[src/rtl/sd_sector_reader.sv]
// Single-block read sequencer for sd_controller: issues the read, captures the
// returned bytes into a sector buffer with a running checksum, and reports done/timeout.
module sd_sector_reader #(
  parameter int SECTOR_BYTES = 512,
  parameter int BUF_AW       = 9,
  parameter int TIMEOUT      = 2**22
) (
  input  logic              clk,
  input  logic              reset,
  input  logic              start,
  input  logic [31:0]       sector,
  output logic              busy,
  output logic              done,
  output logic              error,
  output logic [9:0]        byte_count,
  output logic [15:0]       checksum,
  input  logic              sd_ready,
  output logic              sd_rd,
  output logic [31:0]       sd_address,
  input  logic [7:0]        sd_dout,
  input  logic              sd_byte_available,
  input  logic [BUF_AW-1:0] buf_raddr,
  output logic [7:0]        buf_rdata
);

  localparam int              WD_W   = $clog2(TIMEOUT + 1);
  localparam logic [WD_W-1:0] WD_MAX = WD_W'(TIMEOUT - 1);
  localparam logic [9:0]      FULL   = 10'(SECTOR_BYTES);

  typedef enum logic [2:0] {
    S_IDLE,
    S_WAIT_RDY,
    S_ISSUE,
    S_RECV,
    S_FINISH,
    S_DONE
  } state_t;

  state_t          state;
  logic [WD_W-1:0] wd_cnt;
  logic            bav_q;
  logic            capture;
  logic            active;
  logic            advance;
  logic            timeout;
  logic [7:0]      mem [2**BUF_AW];

  // Only a rising edge of the strobe captures; a level held high counts once.
  always_comb begin
    capture = 1'b0;
    active  = 1'b0;
    advance = 1'b0;
    case (state)
      S_WAIT_RDY: begin
        active  = 1'b1;
        advance = sd_ready;
      end
      S_ISSUE: begin
        active  = 1'b1;
        advance = !sd_ready;
      end
      S_RECV: begin
        active  = 1'b1;
        capture = sd_byte_available && !bav_q && (byte_count != FULL);
        advance = capture || (byte_count == FULL);
      end
      S_FINISH: begin
        active  = 1'b1;
        advance = sd_ready;
      end
      default: ;
    endcase
    timeout = active && !advance && (wd_cnt == WD_MAX);
  end

  always_ff @(posedge clk or negedge reset) begin
    if (!reset) begin
      state      <= S_IDLE;
      wd_cnt     <= '0;
      bav_q      <= 1'b0;
      busy       <= 1'b0;
      done       <= 1'b0;
      error      <= 1'b0;
      sd_rd      <= 1'b0;
      sd_address <= '0;
      byte_count <= '0;
      checksum   <= '0;
    end else begin
      bav_q <= sd_byte_available;
      done  <= 1'b0;
      if (active && !advance) wd_cnt <= wd_cnt + 1'b1;
      else                    wd_cnt <= '0;
      // Watchdog abort keeps the partial byte_count/checksum for the host to inspect.
      if (timeout) begin
        sd_rd <= 1'b0;
        error <= 1'b1;
        busy  <= 1'b0;
        done  <= 1'b1;
        state <= S_DONE;
      end else begin
        case (state)
          S_IDLE: begin
            if (start) begin
              sd_address <= sector;
              byte_count <= '0;
              checksum   <= '0;
              error      <= 1'b0;
              busy       <= 1'b1;
              state      <= S_WAIT_RDY;
            end
          end
          S_WAIT_RDY: begin
            if (sd_ready) begin
              sd_rd <= 1'b1;
              state <= S_ISSUE;
            end
          end
          S_ISSUE: begin
            if (!sd_ready) begin
              sd_rd <= 1'b0;
              state <= S_RECV;
            end
          end
          S_RECV: begin
            if (byte_count == FULL) begin
              state <= S_FINISH;
            end else if (capture) begin
              byte_count <= byte_count + 10'd1;
              checksum   <= checksum + {8'd0, sd_dout};
            end
          end
          S_FINISH: begin
            if (sd_ready) begin
              busy  <= 1'b0;
              done  <= 1'b1;
              state <= S_DONE;
            end
          end
          S_DONE: state <= S_IDLE;
          default: state <= S_IDLE;
        endcase
      end
    end
  end

  // Buffer contents survive reset; only the read register is cleared.
  always_ff @(posedge clk) begin
    if (capture) mem[byte_count[BUF_AW-1:0]] <= sd_dout;
  end

  always_ff @(posedge clk or negedge reset) begin
    if (!reset) buf_rdata <= '0;
    else        buf_rdata <= mem[buf_raddr];
  end

endmodule
[config.mk]
export PLATFORM = sky130hd
export DESIGN_NAME = sd_sector_reader
export DESIGN_NICKNAME = d
export VERILOG_FILES = /design/src/rtl/sd_sector_reader.sv
export SDC_FILE = /design/constraint.sdc
export NUM_CORES = 2
export LEC_CHECK = 0
export CAP_MARGIN = 20
export CORE_MARGIN = 10
export CORE_UTILIZATION = 38
export CTS_CLUSTER_SIZE = 30
export DETAILED_ROUTE_END_ITERATION = 6
export PLACE_DENSITY = 0.64
export SYNTH_ARGS = -nofsm -noshare
export SYNTH_HDL_FRONTEND = slang
export SYNTH_SLANG_ARGS = --single-unit
[constraint.sdc]
create_clock -name clk -period 2.9 [get_ports clk]
set_input_delay 0.87 -clock clk [delete_from_list [all_inputs] [get_ports clk]]
set_output_delay 0.87 -clock clk [all_outputs]
set_load 0.05 [all_outputs]
# [Word level (Yosys, flattened, before mapping)]
# Memory sizes are Yosys's and may differ from the RTL's. A register that Yosys moved wholly into a read port is not among the register bits.
# Cells that the tools add are included.
[word_totals] ff_bits=89 ram_bits=4096 in_bits=54 output_inout_bits=70 word_cells=88 mem_count=1
[op_classes] n_addsub=3 n_eq_ne=15 mux=35 bitwise=1 n_reduce_logical=23
[mem_list] memory="mem" words=512 word_bits=8 rd=1 rd_ports_with_merged_regs=1 write_ports=1 line="46" text="logic [7:0] mem [2**BUF_AW];"
[op_table] op="16-bit two-way mux" n=3
[op_table] op="16-bit case mux with 2 select lines" n=1
[op_table] op="10-bit two-way mux" n=3
[op_table] op="23-bit by 1-bit adder with 23-bit output, second input constant" n=1
[op_table] op="23-bit by 22-bit == test with 1-bit output, second input constant" n=1
[op_table] op="23-bit two-way mux" n=1
[op_table] op="10-bit case mux with 2 select lines" n=1
[op_table] op="3-bit two-way mux" n=6
[op_table] op="16-bit by 8-bit adder with 16-bit output" n=1
[op_table] op="1-bit two-way mux" n=16
[op_table] op="3-bit inequality test, second input constant" n=5
[op_table] op="3-bit case mux with 5 select lines" n=1
[op_table] op="10-bit by 1-bit adder with 10-bit output, second input constant" n=1
[op_table] op="10-bit == test, second input constant" n=1
[op_table] op="10-bit inequality test, second input constant" n=1
[op_table] op="5-bit AND reduction" n=2
[op_table] op="3-bit AND reduction" n=3
[op_table] op="3-bit by 2-bit == test with 1-bit output, second input constant" n=2
[op_table] op="2-bit inequality test, second input constant" n=3
[op_table] op="2-bit nonzero test" n=3
[op_table] op="3-bit nonzero test" n=2
[op_table] op="1-bit logical AND" n=4
[op_table] op="1-bit zero test" n=4
[op_table] op="1-bit case mux with 2 select lines" n=2
[op_table] op="9 further kinds" n=9

# [Logic depth before layout (Yosys ltp)]
[depth] ltp_word=10 mapped_depth=11 depth_no_buf=9

# [Worst setup path before layout]
# No wires, ideal clock.
[synth_path] path_kind="reg-to-reg" startpoint="register byte_count[0]" endpoint="memory mem[465][0], enable pin" setup_time_ps=370 arrival_time_ps=2999 required_time_ps=2530 setup_slack_ps=-469 stages_incl_launch_ff=12 n_path_buf=3 synth_period_minus_slack_ps=3369 cell_sequence="dfrtp_1 > inv_1 > ha_1 > buf_2 > nor4bb_2 > and3_1 > or3_1 > buf_2 > nor2_1 > nand2_1 > clkbuf_1 > nor2_1"
[synth_via] elab_chain_len=5
[synth_lines] item="from (decl)" line="15" text="output logic [9:0] byte_count,"
[synth_lines] item="from (signal assigned)" line="128" text="byte_count <= byte_count + 10'd1;"
[synth_lines] item="10-bit inequality test" line="64" text="capture = sd_byte_available && !bav_q && (byte_count != FULL);"
[synth_lines] item="1-bit logical AND" line="64"
[synth_lines] item="1-bit two-way mux" line="53" text="case (state)"
[synth_lines] item="1-bit two-way mux" line="148" text="if (capture) mem[byte_count[BUF_AW-1:0]] <= sd_dout;"
[synth_lines] item="1-bit two-way mux (implied by the code)" line="148"
[synth_lines] item="to (decl)" line="46"
# Several ways; a longest one is shown, not always the timed one.

# [Worst setup path after layout]
[layout_path] startpoint="register byte_count[0]" endpoint="memory mem[295][0], enable pin"
# Same word-level chain as after synthesis.

==> impl_metrics.env <==
export IMPL_status="finished, violations left"
export IMPL_violations="DRC, setup timing"
export IMPL_hold_viol_final=0
export IMPL_synth_simple_gate_area_share_pct=2.88
export IMPL_period_needed_ns=3.16
export IMPL_synth_area_um2=162000
export IMPL_synth_ff_type="edfxtp_1"
export IMPL_syn_nets=7826
export IMPL_setup_ws_ns=-0.259
export IMPL_synthXorXnorAreaFrac_pct=0.173
export IMPL_pin_count=124
export IMPL_fmax_mhz=317
export IMPL_yosys_top_cells_count="edfxtp_1 (4096), mux4_2 (1024), nor2_1 (800)"
export IMPL_netlist_top_cells_area="edfxtp_1 (76%), mux4_2 (14%), nor2_1 (1.8%)"
export IMPL_fp_dieW_um=674
export IMPL_cts_tree="built"
export IMPL_post_synth_top_count_cell="edfxtp_1"
export IMPL_grt_pass1_vias=85595
export IMPL_synthCells=7758
export IMPL_cts_buffers=407
export IMPL_grt_pass1_wl_mm=616
export IMPL_cap_violations=0
export IMPL_syn_to_final_growth_pct=22.5
export IMPL_post_dp_hpwl_mm=273
export IMPL_cts_root_buf="clkbuf_16"
export IMPL_ys_ff_latch=4193
export IMPL_cts_max_level=5
export IMPL_ys_async_sr_fraction_pct=2.31
export IMPL_place_gp_congestion=0.861
export IMPL_num_rows=240
export IMPL_criticalPathCategory="register to register"
export IMPL_drt_pass1_iterations=7
export IMPL_ant_nets=0
export IMPL_via_per_inst=5.57
export IMPL_overflow=0
export IMPL_drive_gt1_share_pct=36.6
export IMPL_r2r_slack_ns=-0.26
export IMPL_yosys_warnings=0
export IMPL_fin_util_pct=46.7
export IMPL_ir_drop_mv=0.713
export IMPL_via_count=84149
export IMPL_ys_types=58
export IMPL_cts_num_sinks=4193
export IMPL_syn_avg_cell_area_um2=20.9
export IMPL_clockBufferDepth=4
export IMPL_setup_violations=3695
export IMPL_cp_start_kind="register"
export IMPL_synth_top_family_by_area="multiplexers"
export IMPL_seq_area_frac_synth_pct=77.2
export IMPL_drc=2
export IMPL_met2_usage_pct=29.2
export IMPL_grt_setup_unrepaired="yes"
export IMPL_insertion_delay_ns=1.03
export IMPL_finalCritPeriodShare_pct=109
export IMPL_synth_top_area_share_pct=75.7
export IMPL_synthAdderAreaFrac_pct=0.112
export IMPL_cts_clk_slew_worst_paths_ns=0.07
export IMPL_hold_path_class="input port to register"
export IMPL_fin_worst_skew_ns=0.118
export IMPL_die_h_um=674
export IMPL_leakagePower_uw=0.0636
export IMPL_busiest_layer="met2"
export IMPL_yosys_area_top_type="edfxtp_1"
export IMPL_core_area_um2=426000
export IMPL_antenna_found_initial=7
export IMPL_rr_worst_depth=13
export IMPL_use_met1_pct=25.7
export IMPL_track_usage_pct=18.4
export IMPL_synth_compound_area_share_pct=2.21
export IMPL_tightest_slew_ns=1.40
export IMPL_tns_ns=-365.49
export IMPL_min_path_cells=1
export IMPL_critPathArrivalTime_ns=3.78
export IMPL_io_buffers=123
export IMPL_use_met3_pct=3.64
export IMPL_fin_nets=9160
export IMPL_slew_violations=0
export IMPL_wl_per_cell_um=28.4
export IMPL_relSlewSlack_pct=6.67
export IMPL_grt_max_degree=222
export IMPL_cp_max_fo=16
export IMPL_synth_edf_count=4096
export IMPL_cp_required_ns=3.52
export IMPL_powerDensity_nw_per_um2=655
export IMPL_cp_end_kind="register"
export IMPL_synthMuxAreaShare_pct=16.1
export IMPL_initial_core_util_pct=38.1
export IMPL_wirelength_mm=429
export IMPL_dieArea_um2=454000
export IMPL_drt_initial_drc_count=9713
[final cells by class]
type	count	area [um^2]
diodes	4	10.0
clock buffers	476	10600
clock inverters	268	3020
fillers	34801	227000
inverters	6	26.3
multi-input cells	3087	37700
flip-flops and latches	4193	125000
well taps	5687	7120
repair buffers	1397	15100
[per-layer routing]
layer  vias up  share of wire, %
met2      3777                47
met5         -                 0
met1     44902                40
li1      34801                 -
met4         0               3.5
met3       669               8.9
[stage by stage]
| step | total power (uW) | worst slack [ns] | cells | hold WS (ns) | area, um^2 |
|---|---|---|---|---|---|
| final | 130000 | -0.259 | 15118 | 0.295 | 199000 |
| after CTS | 131000 | -0.208 | 15089 | 0.233 | 198000 |
| after global placement | 77800 | -1.60 | 14247 | 0.467 | 182000 |
| after global routing | 134000 | -0.323 | 15116 | 0.268 | 199000 |
| after floorplan | 73100 | -0.135 | 7758 | 0.455 | 164000 |
| after detailed placement | 77900 | -1.64 | 14247 | 0.462 | 182000 |
[critical path, stage by stage, from the launching register on]
cell and delay, ns:
dfrtp_2 0.39, clkinvlp_4 0.21, ha_4 0.23, nor4bb_4 0.15
buf_6 0.15, a311oi_4 0.29, buf_12 0.15, buf_12 0.12
buf_16 0.11, buf_12 0.11, buf_4 0.11, nand3_4 0.09
buf_12 0.23, nor2_4 0.30
[layout by cell type (no fill, tap or decap), types with 12 or more instances in the layout]
master and n:
edfxtp_1 4096, mux4_2 1024, buf_4 845, nor2_1 440
clkbuf_16 414, nor2_4 330, buf_12 250, nand2_1 191
mux2i_1 176, a21oi_1 171, buf_6 155, o21ai_0 143
mux2_2 111, o221ai_1 111, o22ai_1 108, dfrtp_1 94
clkinv_1 89, clkinv_2 72, clkbuf_1 59, bufinv_16 48
dlygate4sd2_1 41, clkdlybuf4s50_1 39, nand4_1 34, nand3_1 34
nor2_2 30, clkinvlp_4 26, buf_8 25, xor2_1 21
buf_16 21, o211ai_1 16, clkinv_16 15, nor3_1 12
nand3_4 12, ha_1 12
[flip-flops by register name (all words and copies together) (netlist names)]
register / count
bav_q: 1
checksum: 16
byte_count: 10
sd_address: 32
mem: 4096
error: 1
state: 3
sd_rd: 1
wd_cnt: 23
busy: 1
buf_rdata: 8
done: 1
[cell families (layout without fill, tap and decap cells)]
kind of cell             count (synthesis)  in the layout
flip-flops                            4193           4193
multiplexers                          1311           1311
AND/OR/NAND/NOR                       1151           1152
AO/OA/AOI/OAI                          578            578
buffers and inverters                  479           2147
XOR/XNOR                                32             32
adder cells (fa/ha/maj)                 14             14
other                                    0              4
[timing repair]
action / 4_1_cts / 5_1_grt
hold buffers: 1 / 0
gates resized for setup: 393 / 196
cloned: 17 / 7
setup buffers: 81 / 21
endpoints found under the setup margin: 3362 / 4082
endpoints found under the hold margin: 15 / 0
pin swaps: 105 / 44
[worst paths after layout]
check                                   start              to
worst max-delay path            byte_count[0]     mem[295][0]
worst min-delay path               sd_dout[6]     mem[430][6]
worst max register to register  byte_count[0]     mem[295][0]
worst min register to register  sd_address[8]   sd_address[8]
max in group asynchronous               reset       wd_cnt[5]
min in group asynchronous               reset  sd_address[29]
[where the power goes]
part / leakage, uW / switching (uW) / internal, uW
logic: 0.0190 / 6060 / 3480
clock network: 0.00656 / 23100 / 30500
registers: 0.0381 / 246 / 66800
No activity file was read; power rests on OpenSTA's default activity.
